==> src/rtl/uart_pkg.sv <==
// Shared UART definitions for the 8N1 transmitter/receiver pair.
// Both ends default to the same bit period so they form a loopback pair.
package uart_pkg;

  localparam int DATA_BITS            = 8;
  localparam int DEFAULT_CLKS_PER_BIT = 104;

  typedef enum logic [2:0] {
    IDLE     = 3'd0,
    START    = 3'd1,
    DATA     = 3'd2,
    STOP     = 3'd3,
    BRK_WAIT = 3'd4
  } uart_state_e;

endpackage

==> src/rtl/uart_rx_8n1_if.sv <==
// Serial line plus received-byte outputs of the 8N1 receiver.
// slave is the receiver side, master is the line driver / byte consumer.
interface uart_rx_8n1_if;
  import uart_pkg::*;

  logic                 rx;
  logic [DATA_BITS-1:0] rxbyte;
  logic                 rxdone;
  logic                 rxerr;
  logic                 rxbusy;

  modport master (output rx, input rxbyte, rxdone, rxerr, rxbusy);
  modport slave  (input rx, output rxbyte, rxdone, rxerr, rxbusy);

endinterface

==> src/rtl/sync_2ff.sv <==
// Two-flop synchronizer for asynchronous inputs; 2-cycle latency.
// Reset value is a parameter so idle-high lines come out of reset idle.
module sync_2ff #(
  parameter int               WIDTH   = 1,
  parameter logic [WIDTH-1:0] RST_VAL = '1
) (
  input  logic             clk,
  input  logic             rst,
  input  logic [WIDTH-1:0] d_i,
  output logic [WIDTH-1:0] q_o
);

  logic [WIDTH-1:0] meta_q;
  logic [WIDTH-1:0] sync_q;

  always_ff @(posedge clk) begin
    if (rst) begin
      meta_q <= RST_VAL;
      sync_q <= RST_VAL;
    end else begin
      meta_q <= d_i;
      sync_q <= meta_q;
    end
  end

  assign q_o = sync_q;

endmodule

==> src/rtl/uart_rx_8n1.sv <==
// 8N1 UART receiver: mid-bit sampling, one-cycle done/error strobes, no buffering.
// rxdone fires 2 + HALF_BIT + 9*CLKS_PER_BIT cycles after the start edge.
module uart_rx_8n1
  import uart_pkg::*;
#(
  parameter int CLKS_PER_BIT = DEFAULT_CLKS_PER_BIT
) (
  input  logic          clk,
  input  logic          rst,
  uart_rx_8n1_if.slave  bus
);

  localparam int HALF_BIT = CLKS_PER_BIT / 2;
  localparam int CNT_W    = $clog2(CLKS_PER_BIT);
  localparam int IDX_W    = $clog2(DATA_BITS);

  localparam logic [CNT_W-1:0] CNT_LAST = CNT_W'(CLKS_PER_BIT - 1);
  localparam logic [CNT_W-1:0] CNT_HALF = CNT_W'(HALF_BIT - 1);
  localparam logic [IDX_W-1:0] IDX_LAST = IDX_W'(DATA_BITS - 1);

  logic rx_s;

  uart_state_e          state_q,   state_d;
  logic [CNT_W-1:0]     clk_cnt_q, clk_cnt_d;
  logic [IDX_W-1:0]     bit_idx_q, bit_idx_d;
  logic [DATA_BITS-1:0] shift_q,   shift_d;
  logic [DATA_BITS-1:0] rxbyte_q,  rxbyte_d;
  logic                 rxdone_q,  rxdone_d;
  logic                 rxerr_q,   rxerr_d;

  sync_2ff #(
    .WIDTH   (1),
    .RST_VAL (1'b1)
  ) u_rx_sync (
    .clk (clk),
    .rst (rst),
    .d_i (bus.rx),
    .q_o (rx_s)
  );

  always_ff @(posedge clk) begin
    if (rst) begin
      state_q   <= IDLE;
      clk_cnt_q <= '0;
      bit_idx_q <= '0;
      shift_q   <= '0;
      rxbyte_q  <= '0;
      rxdone_q  <= 1'b0;
      rxerr_q   <= 1'b0;
    end else begin
      state_q   <= state_d;
      clk_cnt_q <= clk_cnt_d;
      bit_idx_q <= bit_idx_d;
      shift_q   <= shift_d;
      rxbyte_q  <= rxbyte_d;
      rxdone_q  <= rxdone_d;
      rxerr_q   <= rxerr_d;
    end
  end

  always_comb begin
    state_d   = state_q;
    clk_cnt_d = clk_cnt_q + CNT_W'(1);
    bit_idx_d = bit_idx_q;
    shift_d   = shift_q;
    rxbyte_d  = rxbyte_q;
    rxdone_d  = 1'b0;
    rxerr_d   = 1'b0;

    unique case (state_q)
      IDLE: begin
        clk_cnt_d = '0;
        if (!rx_s) state_d = START;
      end

      START: begin
        // Half a bit in: a line back high means the edge was noise.
        if (clk_cnt_q == CNT_HALF) begin
          clk_cnt_d = '0;
          if (rx_s) begin
            state_d = IDLE;
          end else begin
            state_d   = DATA;
            bit_idx_d = '0;
          end
        end
      end

      DATA: begin
        if (clk_cnt_q == CNT_LAST) begin
          clk_cnt_d = '0;
          shift_d   = {rx_s, shift_q[DATA_BITS-1:1]};
          bit_idx_d = bit_idx_q + IDX_W'(1);
          if (bit_idx_q == IDX_LAST) state_d = STOP;
        end
      end

      STOP: begin
        // Leaving mid-stop-bit lets a back-to-back start edge be seen.
        if (clk_cnt_q == CNT_LAST) begin
          clk_cnt_d = '0;
          if (rx_s) begin
            rxbyte_d = shift_q;
            rxdone_d = 1'b1;
            state_d  = IDLE;
          end else begin
            rxerr_d = 1'b1;
            state_d = BRK_WAIT;
          end
        end
      end

      BRK_WAIT: begin
        clk_cnt_d = '0;
        if (rx_s) state_d = IDLE;
      end

      default: begin
        clk_cnt_d = '0;
        state_d   = IDLE;
      end
    endcase
  end

  assign bus.rxbyte = rxbyte_q;
  assign bus.rxdone = rxdone_q;
  assign bus.rxerr  = rxerr_q;
  assign bus.rxbusy = (state_q != IDLE);

endmodule

==> src/flat_wrapper.sv <==
// flat-port wrapper written by rule: the top's interface ports become plain ports
module uart_rx_8n1_flat import uart_pkg::*;
#(
  parameter int CLKS_PER_BIT = DEFAULT_CLKS_PER_BIT
)
  (clk, rst, bus_rx, bus_rxbyte, bus_rxdone, bus_rxerr, bus_rxbusy);
  uart_rx_8n1_if bus_i ();
  input  logic clk;
  input  logic rst;
  input wire logic [$bits(bus_i.rx)-1:0] bus_rx;
  output wire logic [$bits(bus_i.rxbyte)-1:0] bus_rxbyte;
  output wire logic [$bits(bus_i.rxdone)-1:0] bus_rxdone;
  output wire logic [$bits(bus_i.rxerr)-1:0] bus_rxerr;
  output wire logic [$bits(bus_i.rxbusy)-1:0] bus_rxbusy;
  assign bus_i.rx = bus_rx;
  assign bus_rxbyte = bus_i.rxbyte;
  assign bus_rxdone = bus_i.rxdone;
  assign bus_rxerr = bus_i.rxerr;
  assign bus_rxbusy = bus_i.rxbusy;
  uart_rx_8n1 #(.CLKS_PER_BIT(CLKS_PER_BIT)) u_core (.clk(clk), .rst(rst), .bus(bus_i));
endmodule
==> config.mk <==
export PLATFORM = sky130hd
export DESIGN_NAME = uart_rx_8n1_flat
export DESIGN_NICKNAME = d
export VERILOG_FILES = /design/src/rtl/uart_pkg.sv /design/src/rtl/uart_rx_8n1_if.sv /design/src/rtl/sync_2ff.sv /design/src/rtl/uart_rx_8n1.sv /design/src/flat_wrapper.sv
export SDC_FILE = /design/constraint.sdc
export NUM_CORES = 1
export LEC_CHECK = 0
export BUFFER_PORTS_ARGS = -buffer_cell sky130_fd_sc_hd__buf_2
export CAP_MARGIN = 20
export CELL_PAD_IN_SITES_DETAIL_PLACEMENT = 1
export CELL_PAD_IN_SITES_GLOBAL_PLACEMENT = 1
export CORE_ASPECT_RATIO = 1.1
export CORE_MARGIN = 5
export CORE_UTILIZATION = 40
export CTS_CLUSTER_SIZE = 30
export DETAILED_ROUTE_END_ITERATION = 6
export PLACE_DENSITY_LB_ADDON = 0.25
export SLEW_MARGIN = 20
export SYNTH_ARGS = -nofsm -noshare
export SYNTH_HDL_FRONTEND = slang
export SYNTH_SLANG_ARGS = --single-unit
==> constraint.sdc <==
create_clock -name clk -period 1.5 [get_ports clk]
set_input_delay 0.075 -clock clk [delete_from_list [all_inputs] [get_ports clk]]
set_output_delay 0.075 -clock clk [all_outputs]
set_load 0.02 [all_outputs]
# ---- After elaboration in Yosys (flattened, before gate mapping)
# Index checks and enable logic that the tools add are counted.
dict set report op_classes {
  bitwise_logic 2
  reduce_logical 9
  mul 0
  shifts 0
  n_eq_ne 14
  div 0
  order_cmp 0
  n_mux 18
  addsub 2
}
# cell n
set op_table {}
lappend op_table {{$mux W3} 10}
lappend op_table {{$pmux W3 S5} 1}
lappend op_table {{$mux W7} 2}
lappend op_table {{$pmux W7 S2} 1}
lappend op_table {{$ne A2 B1 Y1 const B} 4}
lappend op_table {{$add A7 B1 Y7 const B} 1}
lappend op_table {{$eq A7 B6 Y1 const B} 1}
lappend op_table {{$eq A7 B7 Y1 const B} 1}
lappend op_table {{$eq A3 B2 Y1 const B} 2}
lappend op_table {{$eq A3 B3 Y1 const B} 2}
lappend op_table {{$ne A2 B2 Y1 const B} 3}
lappend op_table {{$pmux W3 S2} 1}
lappend op_table {{$reduce_and A6 Y1} 1}
lappend op_table {{$reduce_and A4 Y1} 1}
lappend op_table {{$add A3 B1 Y3 const B} 1}
lappend op_table {{$eq A3 B1 Y1 const B} 1}
lappend op_table {{$logic_not A3 Y1} 1}
lappend op_table {{$reduce_and A3 Y1} 1}
lappend op_table {{$reduce_bool A3 Y1} 1}
lappend op_table {{$reduce_or A3 Y1} 1}
lappend op_table {{$mux W1} 2}
lappend op_table {{$mux W2} 1}
lappend op_table {{$not A1 Y1} 2}
lappend op_table {{$reduce_and A2 Y1} 1}
lappend op_table {{other kinds (2)} 2}
dict set report totals {
  memories 0
  elab_cells 54
  inputBits 3
  regBits 33
  ram_bits 0
  mem_bits_ro 0
  latch_bits 0
  out_inout_bits 11
}

# ---- Longest topological paths before layout
dict set report logic_depth {
  ltp_word 4
  ltp_mapped 6
  mapped_depth_nobuf 5
}

# ---- Cells and area by module
# From an unflattened synthesis, not the netlist that was laid out.
dict set report unflattened {
  cells_unflattened 141
  hier_area_um2 1398.8
}
# module instances area_each_um2 seq_area_each_um2 cells_each
set modules_own_cells {}
lappend modules_own_cells {uart_rx_8n1 1 1346.3 620.6 137}
lappend modules_own_cells {sync_2ff 1 52.6 40.0 4}

# ---- Worst setup path before layout
# Ideal clock, no wire load.
dict set report synth_path {
  path_kind {register -> register}
  startpoint {register u_core.clk_cnt_q[0]}
  endpoint {register u_core.rxbyte_q[0], in the netlist u_core.bus.rxbyte[0]}
  required_ps 1376
  n_path_buf 1
  setup_time_ps 124
  path_stages_with_launch 7
  arrival_time_ps 1505
  synth_period_minus_slack_ps 1629
  slack_ps -129
  path_cell_list {dfxtp_1 ha_1 nand3_1 or4_4 buf_6 mux2i_1 nor2_1}
}
dict set report synth_via {
  elab_chain_len 2
}
# element line_no
set synth_rtl {}
lappend synth_rtl {{from (decl)} uart_rx_8n1.sv:24} ;# logic [CNT_W-1:0] clk_cnt_q, clk_cnt_d;
lappend synth_rtl {{from (signal assigned)} uart_rx_8n1.sv:52} ;# clk_cnt_q <= clk_cnt_d;
lappend synth_rtl {{$eq A7 B7 Y1} uart_rx_8n1.sv:100} ;# if (clk_cnt_q == CNT_LAST) begin
lappend synth_rtl {{$reduce_and A3 Y1 (no source line)} --}
lappend synth_rtl {{to (signal assigned)} uart_rx_8n1.sv:55} ;# rxbyte_q <= rxbyte_d;
lappend synth_rtl {{to (decl)} uart_rx_8n1.sv:27} ;# logic [DATA_BITS-1:0] rxbyte_q, rxbyte_d;
# Every way passes these cells.
# A chain may end at the register's enable or synchronous reset.

# ---- Worst setup path in the final report
dict set report layout_path {
  startpoint {register u_core.clk_cnt_q[4]}
  endpoint {register u_core.rxbyte_q[2], in the netlist u_core.bus.rxbyte[2]}
}
# Same word-level chain as after synthesis.

==> report_table.html <==
<table>
<tr><th>Metric</th><th>Value</th></tr>
<tr><th colspan="2">GRT</th></tr>
<tr><td>Number of global-route vias before repair</td><td>1,151</td></tr>
<tr><td>Global-route wire length before repair</td><td>5.22 mm</td></tr>
<tr><td>Maximum number of pins on one net before global-route repair</td><td>20</td></tr>
<tr><td>Fraction of met2 tracks used by global routing</td><td>26.5%</td></tr>
<tr><td>Met3 capacity usage during global routing</td><td>4.23%</td></tr>
<tr><td>Most used routing layer in global routing</td><td>met2</td></tr>
<tr><td>GR Layer Usage met1</td><td>15.1%</td></tr>
<tr><td>Initial antenna violation count</td><td>0</td></tr>
<tr><td>GRT Resource Usage Total</td><td>14.5%</td></tr>
<tr><td>Total grt overflow</td><td>0</td></tr>
<tr><th colspan="2">Yosys</th></tr>
<tr><td>Most frequently used flop master after synthesis</td><td>sky130_fd_sc_hd__dfxtp_1</td></tr>
<tr><td>Proportion of synthesized flip-flops having asynchronous set or reset</td><td>0%</td></tr>
<tr><td>Adder-Cell Fraction of Synth Area</td><td>2.74%</td></tr>
<tr><td>Multiplexer share of the synthesized area</td><td>12.5%</td></tr>
<tr><td>Top post-synthesis cells by area</td><td>sky130_fd_sc_hd__dfxtp_1 48%, sky130_fd_sc_hd__mux2i_1 12%, sky130_fd_sc_hd__nor2_1 7.9%</td></tr>
<tr><td>Number of warnings issued by yosys</td><td>0</td></tr>
<tr><td>Per-instance average area after synthesis</td><td>10.1 µm²</td></tr>
<tr><td>Combinational family with the most area after synthesis</td><td>simple AND/OR/NAND/NOR gates</td></tr>
<tr><td>Portion of the post-synthesis area used by sequential elements</td><td>48.2%</td></tr>
<tr><td>Share of synthesized cell area in and, or, nand and nor gates</td><td>22.7%</td></tr>
<tr><td>Flop and latch count out of synthesis</td><td>33</td></tr>
<tr><td>Area of the mapped netlist</td><td>0.00137 mm²</td></tr>
<tr><td>Number of distinct library cell variants in the gate-level netlist after synthesis</td><td>37</td></tr>
<tr><td>Area share of xor/xnor cells in the synthesized design</td><td>2.56%</td></tr>
<tr><td>Area share of the largest cell type after synthesis</td><td>48.2%</td></tr>
<tr><td>Compound-gate portion of the synthesized area</td><td>6.76%</td></tr>
<tr><td>Synthesized net count</td><td>142</td></tr>
<tr><td>Cell type with the highest aggregate area in the netlist</td><td>sky130_fd_sc_hd__dfxtp_1</td></tr>
<tr><td>Number of standard cells after synthesis</td><td>136</td></tr>
<tr><td>Number of synthesized flops with an enable pin</td><td>0</td></tr>
<tr><th colspan="2">Setup path</th></tr>
<tr><td>Depth of the worst register-to-register path</td><td>5</td></tr>
<tr><td>Kind of capture point of the worst setup path</td><td>register</td></tr>
<tr><td>Cell type of the slowest stage on the worst timing path</td><td>sky130_fd_sc_hd__or4_4</td></tr>
<tr><td>Category of the most critical setup path</td><td>register to register</td></tr>
<tr><td>CP arrival</td><td>1810 ps</td></tr>
<tr><td>CP max stage delay</td><td>540 ps</td></tr>
<tr><td>R2r setup slk</td><td>-70 ps</td></tr>
<tr><td>Startpoint of the worst register-to-register path</td><td>u_core.clk_cnt_q[4]</td></tr>
<tr><td>Dominant delay contributor by cell family on the critical path</td><td>simple AND/OR/NAND/NOR gates</td></tr>
<tr><td>Chain of cells forming the critical path</td><td>buf_6, nand4bb_4, or4_4, mux2i_1, nor2_1</td></tr>
<tr><td>Type of element launching the critical path</td><td>register</td></tr>
<tr><td>Required time of the critical path</td><td>1730 ps</td></tr>
<tr><td>Highest fanout seen on the critical path</td><td>8</td></tr>
<tr><td>Capturing point of the worst reg2reg path</td><td>u_core.bus.rxbyte[2]</td></tr>
<tr><td>Buffers plus inverters on the worst setup path</td><td>1</td></tr>
<tr><th colspan="2">Timing</th></tr>
<tr><td>Tmin final</td><td>1570 ps</td></tr>
<tr><td>Setup TNS</td><td>-868 ps</td></tr>
<tr><td>Total setup violations reported at the end of the flow</td><td>23</td></tr>
<tr><td>Final setup skew</td><td>9.86 ps</td></tr>
<tr><td>Final hold violation count</td><td>0</td></tr>
<tr><td>Transition time at the pin with the least slew margin</td><td>290 ps</td></tr>
<tr><td>Highest Clock Rate</td><td>636 MHz</td></tr>
<tr><td>Final Worst Setup Slack</td><td>-71.3 ps</td></tr>
<tr><td>Worst-case headroom to the max-slew limit</td><td>80.5%</td></tr>
<tr><td>Max-slew violation total from the final report</td><td>0</td></tr>
<tr><td>Unrepaired setup endpoints after global routing</td><td>yes</td></tr>
<tr><td>Post-route clock period utilization</td><td>105%</td></tr>
<tr><th colspan="2">Power and ir drop</th></tr>
<tr><td>Leakage component of the power</td><td>0.738 nW</td></tr>
<tr><td>Maximum resistive drop on vdd</td><td>549 µV</td></tr>
<tr><td>Power density of the placed cells</td><td>800 mW/mm²</td></tr>
<tr><th colspan="2">Die</th></tr>
<tr><td>Die ar.</td><td>0.00470 mm²</td></tr>
<tr><td>Initial Utilization</td><td>41.1%</td></tr>
<tr><td>Standard-cell row count</td><td>22</td></tr>
<tr><td>Die width</td><td>65.8 µm</td></tr>
<tr><td>Die span in y</td><td>71.4 µm</td></tr>
<tr><td>I/O pin cnt</td><td>14</td></tr>
<tr><td>Std-Cell Core Area</td><td>0.00333 mm²</td></tr>
<tr><th colspan="2">Finish</th></tr>
<tr><td>Net count, final</td><td>178</td></tr>
<tr><td>Share of layout cells above drive strength 1</td><td>38.7%</td></tr>
<tr><td>Area growth from synthesis to layout</td><td>28.4%</td></tr>
<tr><td>Most common cell after layout, fill and taps aside</td><td>sky130_fd_sc_hd__dfxtp_1</td></tr>
<tr><td>Commonest non-fill, non-tap cells in the layout</td><td>26 x sky130_fd_sc_hd__dfxtp_1, 24 x sky130_fd_sc_hd__nor2_1, 19 x sky130_fd_sc_hd__buf_4</td></tr>
<tr><td>Final design instance area without fill</td><td>0.00176 mm²</td></tr>
<tr><td>ANT cells</td><td>0</td></tr>
<tr><th colspan="2">Clock tree</th></tr>
<tr><td>Number of levels in the clock H-tree</td><td>2</td></tr>
<tr><td>Clk Tree Root Cell</td><td>sky130_fd_sc_hd__clkbuf_4</td></tr>
<tr><td>Clock sink count</td><td>33</td></tr>
<tr><td>Clock slew at reported path FFs</td><td>100 ps</td></tr>
<tr><td>Clock Latency Late Sink</td><td>330 ps</td></tr>
<tr><td>TritonCTS clock tree</td><td>yes</td></tr>
<tr><td>Maximum clock insertion buffer count</td><td>2</td></tr>
<tr><td>Number of buffers created by CTS</td><td>5</td></tr>
<tr><th colspan="2">Outcome</th></tr>
<tr><td>Violations in the final reports</td><td>negative setup slack</td></tr>
<tr><td>Run status</td><td>complete, but fails checks</td></tr>
<tr><th colspan="2">Hold path</th></tr>
<tr><td>Number of stages on the worst hold path</td><td>3</td></tr>
<tr><td>Hold path endpoint</td><td>u_core.state_q[0]</td></tr>
<tr><td>Hold Path Class</td><td>input port to register</td></tr>
<tr><td>Start point of the worst min-delay path</td><td>rst</td></tr>
<tr><th colspan="2">Routing</th></tr>
<tr><td>Via count</td><td>1,103</td></tr>
<tr><td>Detail Route Antenna Nets</td><td>0</td></tr>
<tr><td>Avg Vias per Cell</td><td>4.99</td></tr>
<tr><td>First drt pass iteration count</td><td>4</td></tr>
<tr><td>DRC violation count after routing</td><td>0</td></tr>
<tr><td>Wirelength, routed</td><td>3.08 mm</td></tr>
<tr><td>Average wire length per cell after detail routing</td><td>13.9 µm</td></tr>
<tr><td>Number of design-rule violations left by the first detailed-router iteration</td><td>35</td></tr>
<tr><th colspan="2">Placement</th></tr>
<tr><td>Standard cell area after detailed placement</td><td>0.00160 mm²</td></tr>
<tr><td>Number of buffers inserted by port buffering</td><td>13</td></tr>
<tr><td>Placed wire-length estimate after detailed placement</td><td>2.21 mm</td></tr>
<tr><td>Final RePlAce weighted congestion</td><td>0.731</td></tr>
<tr><th colspan="2">Run</th></tr>
<tr><td>Number of violations of the max-capacitance limit</td><td>0</td></tr>
</table>
==> worst max-delay path by stage <==
stage | from | endpoint | slack (ps) | cells past startpoint
floorplan | u_core.clk_cnt_q[1] | u_core.bus.rxbyte[0] | 10 | 6
CTS | u_core.clk_cnt_q[4] | u_core.bus.rxbyte[3] | -70 | 5
global placement | u_core.clk_cnt_q[1] | u_core.bit_idx_q[0] | -50 | 5
finish | u_core.clk_cnt_q[4] | u_core.bus.rxbyte[2] | -70 | 5
detailed placement | u_core.clk_cnt_q[1] | u_core.bit_idx_q[0] | -110 | 5
global route | u_core.clk_cnt_q[0] | u_core.bus.rxbyte[0] | -140 | 5
==> cell usage after synthesis (2+ instances only) <==
| cell | n |
|---|---|
| sky130_fd_sc_hd__dfxtp_1 | 33 |
| sky130_fd_sc_hd__or3_1 | 2 |
| sky130_fd_sc_hd__or2_2 | 2 |
| sky130_fd_sc_hd__ha_1 | 3 |
| sky130_fd_sc_hd__xor2_1 | 3 |
| sky130_fd_sc_hd__buf_6 | 2 |
| sky130_fd_sc_hd__a31oi_1 | 2 |
| sky130_fd_sc_hd__nand3_1 | 4 |
| sky130_fd_sc_hd__inv_1 | 5 |
| sky130_fd_sc_hd__clkbuf_1 | 3 |
| sky130_fd_sc_hd__mux2i_1 | 16 |
| sky130_fd_sc_hd__o21ai_0 | 2 |
| sky130_fd_sc_hd__nand2_1 | 4 |
| sky130_fd_sc_hd__nor2_1 | 29 |
| sky130_fd_sc_hd__nor3_1 | 3 |
| sky130_fd_sc_hd__a22o_1 | 2 |
==> through the flow <==
step	worst slack, ps	cells	util (%)	hold WS (ps)	power, mW
2_1_floorplan	9.83	136	-	179	0.937
3_3_place_gp	-53.4	207	48.1	264	0.955
3_5_place_dp	-108	207	48.1	274	0.957
4_1_cts	-72.7	219	51.1	106	1.43
5_1_grt	-138	221	52.8	194	1.49
6_report	-71.3	221	52.8	150	1.41
==> flip-flops by register name (all words and copies together) (netlist names) <==
name / cells
u_core.bus.rxerr: 1
u_core.u_rx_sync.q_o: 1
u_core.clk_cnt_q: 7
u_core.state_q: 3
u_core.shift_q: 8
u_core.bus.rxdone: 1
u_core.bit_idx_q: 3
u_core.bus.rxbyte: 8
u_core.u_rx_sync.meta_q: 1
==> worst register-to-register path, delay by kind of cell (launching register included) <==
| family | cells | cell delay (ps) |
|---|---|---|
| and+or+nand+nor | 3 | 810 |
| DFF | 1 | 350 |
| muxes | 1 | 200 |
| buffers and inverters | 1 | 110 |
==> routing by layer <==
layer | up-vias | part of all wire, %
met3 | 7 | 3.1
met4 | 0 | 1.9
li1 | 543 | -
met1 | 542 | 39
met5 | - | 0
met2 | 11 | 57
==> logic make-up (layout without fill, tap and decap cells) <==
group | after synthesis | count (layout)
AND/OR/NAND/NOR | 55 | 55
flip-flops | 33 | 33
multiplexers | 17 | 17
AO/OA/AOI/OAI | 13 | 13
buffers and inverters | 11 | 48
XOR/XNOR | 4 | 4
adder cells (fa/ha/maj) | 3 | 3
==> timing repair <==
item / in CTS / in global routing
pin swaps: 2 / 7
setup endpoints to repair: 26 / 27
hold buffers: 1 / 0
gates resized for setup: 5 / 13
hold endpoints to repair: 1 / 0
setup buffers: 3 / 2
==> cell type report <==
cell class | instances | area, µm²
clock buffer | 6 | 41.3
clock inverter | 2 | 10.0
fill | 373 | 1570
inverter | 5 | 18.8
multi-input combinational | 92 | 717
sequential | 33 | 672
tap | 48 | 60.1
timing repair buffer | 35 | 240
==> power breakdown <==
group | switching, mW | internal (mW) | leakage [nW] | total (mW)
Sequential | 0.00649 | 0.880 | 0.270 | 0.887
Clock | 0.288 | 0.178 | 0.0320 | 0.466
Combinational | 0.0309 | 0.0245 | 0.436 | 0.0554
Power figures use the tool's default switching activity.
